**src/rtl/serial_add_ctrl.sv**
```systemverilog
// serial_add_ctrl: bit-serial adder/subtractor, LSB first.
// One full_adder plus a carry flip-flop process one bit per cycle.
// Build option: define SERIAL_ADD_CTRL_SUB_EN to make op_sub functional.
// Without it, op_sub is ignored and every operation is an add.
//
// Handshake: start is sampled only while busy=0 (IDLE) and is ignored otherwise.
// An accepted start raises busy on the next cycle. busy stays high for WIDTH+1 cycles:
// WIDTH adder cycles followed by one DONE cycle. done pulses for exactly that DONE cycle.
// result and carry_out are valid from the done cycle until the next accepted start.

module full_adder (
   input  logic x,
   input  logic y,
   input  logic cin,
   output logic s,
   output logic cout
);
   assign s    = x ^ y ^ cin;
   assign cout = (x & y) | (x & cin) | (y & cin);
endmodule

module serial_add_ctrl #(
   parameter int WIDTH = 8
) (
   input  logic             clk,
   input  logic             rst_n,
   input  logic             start,
   input  logic             op_sub,
   input  logic [WIDTH-1:0] a,
   input  logic [WIDTH-1:0] b,
   output logic             busy,
   output logic             done,
   output logic [WIDTH-1:0] result,
   output logic             carry_out,
   output logic [1:0]       fsm_state
);
   localparam int CW = $clog2(WIDTH + 1);

   typedef enum logic [1:0] {
      S_IDLE = 2'd0,
      S_RUN  = 2'd1,
      S_DONE = 2'd2
   } state_t;

   state_t           state, state_n;
   logic             accept, step;
   logic [WIDTH-1:0] a_sh, b_sh, result_q, result_n, sum_vec;
   logic             sub_q, carry_ff, sub_in;
   logic [CW-1:0]    cnt;
   logic             fa_sum, fa_cout, b_bit;

`ifdef SERIAL_ADD_CTRL_SUB_EN
   assign sub_in = op_sub;
`else
   // op_sub stays on the port for pin compatibility; adds only in this build.
   logic unused_op_sub;
   assign unused_op_sub = op_sub;
   assign sub_in        = 1'b0;
`endif

   // Subtraction is a + ~b + 1: b is inverted here and the carry starts at 1.
   assign b_bit = b_sh[0] ^ sub_q;

   full_adder u_fa (
      .x    (a_sh[0]),
      .y    (b_bit),
      .cin  (carry_ff),
      .s    (fa_sum),
      .cout (fa_cout)
   );

   // Sum bit enters at the MSB; after WIDTH shifts bit 0 lands at the LSB.
   assign sum_vec  = WIDTH'(fa_sum);
   assign result_n = (result_q >> 1) | (sum_vec << (WIDTH - 1));

   // State register.
   always_ff @(posedge clk or negedge rst_n) begin
      if (!rst_n) state <= S_IDLE;
      else        state <= state_n;
   end

   // Next-state and control outputs.
   always_comb begin
      state_n = state;
      accept  = 1'b0;
      step    = 1'b0;
      busy    = 1'b0;
      done    = 1'b0;
      case (state)
         S_IDLE: begin
            if (start) begin
               accept  = 1'b1;
               state_n = S_RUN;
            end
         end
         S_RUN: begin
            busy = 1'b1;
            step = 1'b1;
            if (cnt == CW'(WIDTH - 1)) state_n = S_DONE;
         end
         S_DONE: begin
            busy    = 1'b1;
            done    = 1'b1;
            state_n = S_IDLE;
         end
         default: state_n = S_IDLE;
      endcase
   end

   // Operand capture and one serial adder step per RUN cycle.
   always_ff @(posedge clk or negedge rst_n) begin
      if (!rst_n) begin
         a_sh     <= '0;
         b_sh     <= '0;
         sub_q    <= 1'b0;
         carry_ff <= 1'b0;
         cnt      <= '0;
         result_q <= '0;
      end else if (accept) begin
         a_sh     <= a;
         b_sh     <= b;
         sub_q    <= sub_in;
         carry_ff <= sub_in;
         cnt      <= '0;
      end else if (step) begin
         a_sh     <= a_sh >> 1;
         b_sh     <= b_sh >> 1;
         carry_ff <= fa_cout;
         result_q <= result_n;
         cnt      <= cnt + CW'(1);
      end
   end

   assign result    = result_q;
   assign carry_out = carry_ff;
   assign fsm_state = state;
endmodule

```
**config.mk**
```make
export PLATFORM = sky130hd
export DESIGN_NAME = serial_add_ctrl
export DESIGN_NICKNAME = d
export VERILOG_FILES = /design/src/rtl/serial_add_ctrl.sv
export SDC_FILE = /design/constraint.sdc
export NUM_CORES = 1
export LEC_CHECK = 0
export ABC_AREA = 1
export BUFFER_PORTS_ARGS = -buffer_cell sky130_fd_sc_hd__buf_2
export CAP_MARGIN = 20
export CORE_UTILIZATION = 50
export DETAILED_ROUTE_END_ITERATION = 10
export PLACE_DENSITY = 0.75
export SYNTH_ARGS = -nofsm -noshare
export SYNTH_HDL_FRONTEND = slang
export SYNTH_HIERARCHICAL = 1
export SYNTH_SLANG_ARGS = --single-unit
```
**constraint.sdc**
```tcl
create_clock -name clk -period 1.7 [get_ports clk]
set_input_delay 0.085 -clock clk [delete_from_list [all_inputs] [get_ports clk]]
set_output_delay 0.085 -clock clk [all_outputs]
set_load 0.005 [all_outputs]
```
# After elaboration in Yosys (flattened, before gate mapping)
# Cells that the tools add are included.
[totals]
elab_cells = 42
reg_bits = 31
[classes]
eq_ne = 5
add_sub_neg = 1
n_bitwise = 9
n_reduce_logical = 5
mux = 16
[op_table]
columns = ["cell", "n"]
rows = [
  ["8-bit two-way mux", 4],
  ["4-bit two-way mux", 2],
  ["7-bit by 8-bit bitwise OR with 8-bit output", 1],
  ["1-bit two-way mux", 7],
  ["4-bit by 1-bit adder with 4-bit output (second input constant)", 1],
  ["4-bit by 3-bit equality test with 1-bit output (second input constant)", 1],
  ["2-bit two-way mux", 2],
  ["2-bit != test (second input constant)", 2],
  ["2-bit case mux with 2 select lines", 1],
  ["2-bit AND reduction", 2],
  ["1-bit AND", 3],
  ["2-bit by 1-bit equality test with 1-bit output (second input constant)", 1],
  ["2-bit equality test (second input constant)", 1],
  ["2-bit logical NOT", 1],
  ["1-bit bitwise OR", 2],
  ["2-bit nonzero test", 1],
  ["2-bit OR reduction", 1],
  ["1-bit XOR", 2],
  ["1-bit inverter", 1],
]

# Logic depth before layout (Yosys ltp)
[logic_depth]
depth_word = 5
mapped_depth = 7

# Hierarchy
# Netlist, hierarchy kept.
[by_module_without_submodules]
columns = ["module", "n_inst", "seq_area_each_um2", "area_per_inst_um2", "cells_each"]
rows = [
  ["serial_add_ctrl", 1, 775.7, 1438.9, 164],
  ["full_adder", 1, 0.0, 20.0, 1],
]

# Worst setup path before layout
# OpenSTA, ideal clock, no wires.
[synth_timing]
path_type = "register to register"
start = "register state[0], in the netlist fsm_state[0]"
end = "register a_sh[1]"
stages_incl_launch_ff = 8
setup_slack_ns = 0.401
t_arrival_ns = 1.175
required_ns = 1.576
synth_period_minus_slack_ns = 1.299
path_buffers = 1
cell_sequence = "dfrtp_1 -> inv_1 -> ha_1 -> nand2_2 -> inv_4 -> buf_6 -> a21oi_1 -> a21oi_1"
[synth_between]
elab_chain_cells = 3
elab_cells_between_ends = 6
cone_classes = "1 x eq/ne; 3 x mux; 2 x reduce/logical"
[synth_rtl]
columns = ["element", "line", "rtl"]
rows = [
  ["start, declared", "45", "state_t state, state_n;"],
  ["start signal, assigned", "79", "else state <= state_n;"],
  ["2-bit by 1-bit equality test with 1-bit output or 2-bit logical NOT (tied branches)", "89", "case (state)"],
  ["1-bit two-way mux", "89", ""],
  ["2-bit nonzero test (no line) or 8-bit two-way mux (tied branches)", "-", ""],
  ["end signal, assigned", "126", "a_sh <= a_sh >> 1;"],
  ["end, declared", "47", "logic [WIDTH-1:0] a_sh, b_sh, result_q, result_n, sum_vec;"],
]
# Parallel ways exist; a longest one is shown, timed or not.
# A chain may end at the register's enable or synchronous reset.

# Worst setup path in the final report
[layout_timing]
start = "register state[1], in the netlist fsm_state[1]"
end = "register a_sh[3]"
# Same word-level chain as after synthesis.

==> out/summary.txt <==
Outcome - completed
Initial antenna violation count - 0
Power per Cell Area - 1800 nW/um^2
Die W - 56.0 um
Number of vias per cell - 5.08
Final-stage net count - 230
CP peak stage delay - 430 ps
Setup Skew - 8.00 ps
Largest family of logic cells by synthesized area - simple AND/OR/NAND/NOR gates
CP cell instances - inv_1, ha_1, inv_2, a21oi_1, a21oi_1
Maximum vdd ir drop - 1080 uV
Total grt overflow - 0
RSZ-0062 raised after global routing - no
Synth Area in Adders - 6.52%
Simple-gate portion of the synthesized area - 19.9%
Overall Power - 3.06 mW
Max Freq - 680 MHz
Crit path DAT - 1670 ps
Most frequent CP cell - a21oi_1
Post-DP Area - 1600 sq um
Final Setup Violations - 0
Final worst path period need - 1470 ps
Yosys warnings - 6
TritonCTS clock tree - yes
Top post-synthesis cells by area - dfrtp_1 (53%), a21oi_1 (9.6%), nand2_1 (9.0%), nor2_1 (6.7%), ha_1 (5.1%)
Clock sink count - 31
Syn_area_per_cell - 8.84 sq um
Synth area leader - dfrtp_1
Fin crit share - 86.5%
Part of the Yosys area used for sequential elements - 53.2%
Core area - 2760 sq um
Crit start category - flip-flop
Largest net degree at the start of global routing - 32
First-pass GRT wire length - 4660 um
Yosys cell types - 18
Starting DRT DRC Count - 50
Delay-heaviest family, CP - flip-flops
Max-cap violations - 0
CTS resizes - 0
CP Class - reg -> reg
Worst Tran Pin Value - 688 ps
HPWL Detailed - 1880 um
Root Buffer - clkbuf_4
Clock Pin Slew Worst Setup and Hold Paths - 90 ps
Layout cell share with drive strength beyond 1 - 21.3%
CTS buffer count - 5
Rows - 19
Compound-Gate Fraction of Synth Area - 12.6%
Post-CTS setup buffer count - 0
Vias - 1183
Placed insts - 222
# DRC - 0
Detail Route Antenna Nets - 0
Setup TNS - 0 ps
Hold WS - 19.2 ps
Final instance area - 1690 sq um
Crit-path max FO - 19
Pre-Repair DR Iteration Count - 4
Final Core Density - 61.4%
FF-to-FF path depth - 5
Routed WL - 2720 um
Pre-CTS WS - 264 ps
Cells after Synth - 165
CP bufs+invs - 2
Worst Hold Class - in -> reg
Layout overhead on the synthesized area - 16.0%
Layout fillers - 230
Gpl congestion - 0.732
Starting Density - 52.9%
WL/cell - 11.7 um
CP max stage cell - dfrtp_1
# H-tree levels - 2
Multiplexer share of the synthesized area - 0%
Slew Viols, Final - 0
Number of stages on the worst setup path - 5
Synth Area in XOR/XNOR - 0%
Maximum clock path buffer count - 2
Number of port buffers - 31
Die area - 3140 sq um
Finished Layout Cells - 233
Count of final hold-check violations - 0
Final worst slack - 229 ps
Hold buffers post-CTS - 5
Max_slew headroom - 54.2%
Synthesized area - 1460 sq um
Vias in the first global route - 1140
I/O Pins - 33
Leakage - 0.852 nW
CP required - 1900 ps
Final antenna diode count - 0
FF+latch count, synth - 31
Hold depth - 3
Syn_nets - 192
Total global-route track usage - 19.2%
Crit. End Element - flip-flop
Yosys top cell area share - 53.2%
Die H - 56.0 um
Worst skew pair latency - 320 ps
-- power by group --
part | total (mW) | switching [mW] | internal, mW
Combinational | 1.35 | 0.790 | 0.562
Sequential | 1.34 | 0.226 | 1.11
Clock | 0.367 | 0.220 | 0.147
-- flip-flops by register name, indices dropped and copies added, names as in the netlist --
register and count:
a_sh 8, fsm_state 2, b_sh 8, cnt 4, result 8, carry_out 1
-- synthesized netlist by cell type (all sizes together) --
library cell  count
nand2            36
o21ai             7
buf               7
nand3            11
clkbuf            1
fa                1
ha                6
a21oi            29
inv              10
nor2             26
dfrtp            31
-- layout make-up --
cell class,instances,area [sq um],area share (%)
clock buffer,6,41.3,2.44
inverter,10,40.0,2.37
multi-input combinational,116,569,33.6
sequential,31,776,45.8
tap,31,38.8,2.29
timing repair buffer,39,228,13.5
-- cells in the final DEF, fill, tap and decap left out, types with 3 or more instances in the layout --
| cell type | Yosys | routed |
|---|---|---|
| a21oi_1 | 28 | 28 |
| buf_2 | 3 | 31 |
| buf_4 | 1 | 3 |
| clkbuf_4 | 0 | 5 |
| dfrtp_1 | 31 | 31 |
| dlygate4sd3_1 | 0 | 5 |
| ha_1 | 6 | 6 |
| inv_1 | 8 | 8 |
| nand2_1 | 35 | 35 |
| nand3_1 | 11 | 11 |
| nor2_1 | 26 | 26 |
| o21ai_0 | 7 | 7 |
-- kinds of logic (layout without fill, tap and decap cells) --
kind of cell | Yosys count | in the layout
adders and majority gates | 7 | 7
buffers and inverters | 18 | 55
and+or+nand+nor | 73 | 73
AOI/OAI and AO/OA | 36 | 36
DFF | 31 | 31
-- per-layer routing --
| metal | global-route usage [%] | wire (um) | vias up |
|---|---|---|---|
| met4 | 6.27 | 31 | 0 |
| met3 | 4.88 | 124 | 4 |
| met2 | 35.4 | 1320 | 35 |
| met5 | 0 | 0 | - |
| met1 | 21.3 | 1240 | 538 |
| li1 | - | - | 606 |
-- worst min-delay path, delay by kind of cell --
family | cells | cell delay, ps
buffers and inverters | 1 | 80
and+or+nand+nor | 1 | 30
AOI/OAI and AO/OA | 1 | 100
-- path summary, 6_finish.rpt --
path                                     startpoint                       end  slack [ps]
hold / removal                                 b[5]       b_sh[5]$_DFFE_PN0P_          20
min in group asynchronous                     rst_n  fsm_state[1]$_DFFE_PN0P_         340
hold reg to reg               result[4]$_DFFE_PN0P_     result[3]$_DFFE_PN0P_         510
setup / recovery           fsm_state[1]$_DFFE_PN0P_       a_sh[3]$_DFFE_PN0P_         230
setup reg to reg           fsm_state[1]$_DFFE_PN0P_       a_sh[3]$_DFFE_PN0P_         230
max in group asynchronous                     rst_n       b_sh[0]$_DFFE_PN0P_         920
(Power assumes the default switching activity.)
